## config.mk

```make
export PLATFORM = sky130hd
export DESIGN_NAME = pcap_fifo
export DESIGN_NICKNAME = d
export VERILOG_FILES = /design/src/rtl/pcap_fifo.sv
export SDC_FILE = /design/constraint.sdc
export NUM_CORES = 1
export LEC_CHECK = 0
export BUFFER_PORTS_ARGS = -buffer_cell sky130_fd_sc_hd__buf_2
export CAP_MARGIN = 20
export CORE_ASPECT_RATIO = 0.5
export CORE_MARGIN = 5
export CORE_UTILIZATION = 35
export CTS_CLUSTER_DIAMETER = 100
export DETAILED_ROUTE_END_ITERATION = 10
export HOLD_SLACK_MARGIN = 0.08
export SLEW_MARGIN = 20
export SYNTH_ARGS = -nofsm -noshare
export SYNTH_HDL_FRONTEND = slang
export SYNTH_SLANG_ARGS = --single-unit
```

## constraint.sdc

```tcl
create_clock -name clk_sys -period 9.42 [get_ports clk_sys]
set_input_delay 1.884 -clock clk_sys [delete_from_list [all_inputs] [get_ports clk_sys]]
set_output_delay 1.884 -clock clk_sys [all_outputs]
set_load 0.005 [all_outputs]
```

## src/rtl/pcap_fifo.sv

```systemverilog
// Sample buffer for position capture: synchronous FIFO with flush and
// same-cycle push/pop (a push into a full FIFO is accepted only alongside a pop).
module pcap_fifo #(
   parameter int DEPTH = 32,
   parameter int DW    = 32
) (
   input  logic          clk_sys,
   input  logic          rst_b,
   input  logic          flush,
   input  logic          push,
   input  logic [DW-1:0] push_data,
   input  logic          pop,
   output logic [DW-1:0] pop_data,
   output logic          full,
   output logic          empty
);
   localparam int PW = $clog2(DEPTH);

   logic [DW-1:0] mem_q [DEPTH];
   logic [PW-1:0] wp_q, wp_d, rp_q, rp_d;
   logic [PW:0]   cnt_q, cnt_d;
   logic          do_push, do_pop;

   assign full     = (cnt_q == (PW+1)'(DEPTH));
   assign empty    = (cnt_q == '0);
   assign do_pop   = pop && !empty;
   assign do_push  = push && (!full || do_pop);
   assign pop_data = mem_q[rp_q];

   always_comb begin
      wp_d  = wp_q;
      rp_d  = rp_q;
      cnt_d = cnt_q + (PW+1)'(do_push) - (PW+1)'(do_pop);
      if (do_push) wp_d = (wp_q == PW'(DEPTH - 1)) ? '0 : wp_q + PW'(1);
      if (do_pop)  rp_d = (rp_q == PW'(DEPTH - 1)) ? '0 : rp_q + PW'(1);
      if (flush) begin
         wp_d  = '0;
         rp_d  = '0;
         cnt_d = '0;
      end
   end

   always_ff @(posedge clk_sys) begin
      if (!rst_b) begin
         wp_q  <= '0;
         rp_q  <= '0;
         cnt_q <= '0;
      end else begin
         wp_q  <= wp_d;
         rp_q  <= rp_d;
         cnt_q <= cnt_d;
      end
   end

   always_ff @(posedge clk_sys) begin
      if (do_push && !flush) mem_q[wp_q] <= push_data;
   end

endmodule

```

==> results.md <==
* Core ar. at 115000 µm²
* Post-synth top cells: edfxtp_1, mux2_2, mux4_2
* Yosys top cell area share at 0.761
* Synth Net Count at 2105
* Ys Warns at 0
* Vias at 20400
* Initial antenna violation count at 11
* EDFF count, synth at 1024
* Final worst path period share at 0.674
* IO Count at 71
* Total GRT Usage at 0.159
* Starting DRC count in detailed routing at 2165
* Final WS setup at 3.07 ns
* RSZ-0062 raised after global routing: false
* Final hold vios at 0
* WL final at 99.5 mm
* CP endpoint kind: output pin
* CTS Hold Bufs at 0
* Critical Path Stages at 6
* Delay-heaviest family, CP: buffers and inverters
* CP Buf/Inv Count at 3
* Crit path time final at 6.35 ns
* Post-synth ARST share at 0
* CTS clock-pin slew for the worst setup and hold paths at 0.06 ns
* R2R depth at 7
* Initial Utilization at 0.352
* CP max-delay cell: dfxtp_4
* Leak at 13.9 nW
* Placed Instances at 3582
* Seq/Total Area, Yosys at 0.771
* Max Freq at 158 MHz
* Largest net degree at the start of global routing at 161
* Avg Inst Size Synth at 19.7 µm²
* Initial DRT Pass Iterations at 7
* Main synth FF type: edfxtp_1
* Synthesized area at 40400 µm²
* H-tree level count at 3
* Startpoint types: flop
* DP Worst Slack at 3.73 ns
* Critical path class: reg -> out
* Antenna viol nets, final at 0
* Top post-synthesis cells by area: edfxtp_1, mux4_2, mux2_2
* Num CTS Buffers at 100
* Final setup vio count at 0
* Clock Latency Late Sink at 0.66 ns
* CP endpoint: pop_data[4]
* Worst-path cell chain: buf_12 > buf_4 > mux4_2 > a22o_1 > or4_1 > buf_2
* TNS Setup at 0 ns
* Nets at 2207
* Global route overflow at 0
* Row Count at 88
* Critical path arrival at 4.46 ns
* Worst vdd ir at 167 µV
* Die area at 123000 µm²
* Worst path max stage delay at 0.96 ns
* Worst-Margin Slew at 1.12 ns
* CTS tree: built
* WP data required at 7.54 ns
* Clock sinks at 1045
* Post_cts resized at 0
* Synth unique cells at 48
* Vias per cell at 5.43
* Max cap viols at 0
* Worst slew margin at 0.254
* Clock root buffer: clkbuf_16
* Crit-path max FO at 119
* CTS max path bufs at 3
* Vias in the first global route at 20500
* Post-Syn Instances at 2052
* Area delta synth->final at 13.5%
* Final max-slew violation count at 0
* Horiz. Die Dim at 491 µm
* Drt wl/cell at 26.5 µm
* Share of cells above drive strength 1 at 0.278
* Fillers at 10200
* Status: completed
* DRC at 0
* Synth area leader: edfxtp_1
* FF-to-FF Start: cnt_q[3]
* Post-DP HPWL at 52.5 mm
* Max Clock Skew at 0.0148 ns
* Yosys reg bits at 1045
* RR Endpoint: mem_q[14][11]
* Hold slack at 0.509 ns
* R2R Setup Slk at 6.06 ns
* Port Buffers at 70
* RePlAce Congestion at 0.734
* First-pass GRT wire length at 144 mm
* Worst Hold Class: reg -> reg
* Top-count cell post-synth: edfxtp_1
* Die H at 250 µm
* Pwr Density at 204 nW/µm²
* Post-CTS Setup Repair Bufs at 0
* Fin cells at 3757
[per-stage QoR]
| stage | cell area (µm²) | utilization | total power [mW] |
|---|---|---|---|
| global route | 45900 | 0.399 | 9.64 |
| global placement | 42800 | 0.372 | 5.63 |
| CTS | 45900 | 0.399 | 9.41 |
| finish | 45900 | 0.399 | 9.34 |
| floorplan | 40400 | - | 5.44 |
| detailed placement | 42800 | 0.373 | 5.65 |
[sequential cells by signal, indices dropped and copies added (netlist names), named ones only]
signal  flops
cnt_q       6
rp_q        5
wp_q        5
mem_q    1024
[worst min-delay path, delay by kind of cell, from the launching register on]
kind	cells	cell delay (ns)
AO/OA/AOI/OAI	2	0.14
flip-flops	1	0.32
[where the power goes]
part	switching [mW]	internal, mW	total, mW
combinational	0.262	0.138	0.401
sequential	0.0129	5.13	5.14
clock	1.67	2.13	3.80
[cell type report]
| cell class | instances | area [µm²] | area share |
|---|---|---|---|
| antenna | 1 | 2.50 | 0.0000545 |
| clock buffer | 127 | 2660 | 0.0579 |
| clock inverter | 47 | 395 | 0.00862 |
| inverter | 14 | 52.6 | 0.00115 |
| multi-input combinational | 876 | 8940 | 0.195 |
| sequential | 1045 | 31200 | 0.680 |
| tap | 1530 | 1910 | 0.0417 |
| timing repair buffer | 117 | 748 | 0.0163 |
[kinds of logic (layout without fill, tap and decap cells)]
| group | count (synthesis) | after routing | share of synthesized area |
|---|---|---|---|
| compound gates | 277 | 277 | 0.0469 |
| other cells | 0 | 1 | 0 |
| xor+xnor | 1 | 1 | 0.000217 |
| simple gates | 258 | 258 | 0.0359 |
| mux | 324 | 324 | 0.126 |
| buf+inv | 131 | 305 | 0.0146 |
| fa+ha+maj | 16 | 16 | 0.00514 |
| flops | 1045 | 1045 | 0.771 |
[placed cells by master (no fill, tap or decap), types with 4 or more instances in the layout]
cell and instances:
bufinv_16 5, clkbuf_16 102, a22o_1 64, buf_2 70
a21oi_1 8, nor2_4 30, inv_1 14, buf_4 44
ha_1 15, o21ai_0 67, nand3_1 5, edfxtp_1 1024
clkbuf_1 24, mux4_2 128, clkinv_1 14, mux2_2 192
nor2_1 11, nor2b_1 66, clkinv_2 20, nor3_1 67
mux2i_1 4, nand2_1 13, a211oi_1 64, o22ai_1 64
dfxtp_1 19, or4_1 33
[worst min path at each step]
stage,from,end,cells after the start
5_1_grt,wp_q[1],wp_q[1],2
3_5_place_dp,rp_q[3],rp_q[3],2
2_1_floorplan,rp_q[3],flop,2
3_3_place_gp,wp_q[1],wp_q[1],2
6_report,rp_q[3],rp_q[3],2
4_1_cts,rp_q[3],rp_q[3],2
[metal layers]
layer | GRT usage | up-vias | wire length [µm]
met2 | 0.252 | 735 | 46700
li1 | - | 8651 | -
met1 | 0.226 | 10800 | 43400
met5 | 0 | - | 26
met4 | 0.0415 | 4 | 2310
met3 | 0.0307 | 149 | 7160
Power figures use the tool's default switching activity.
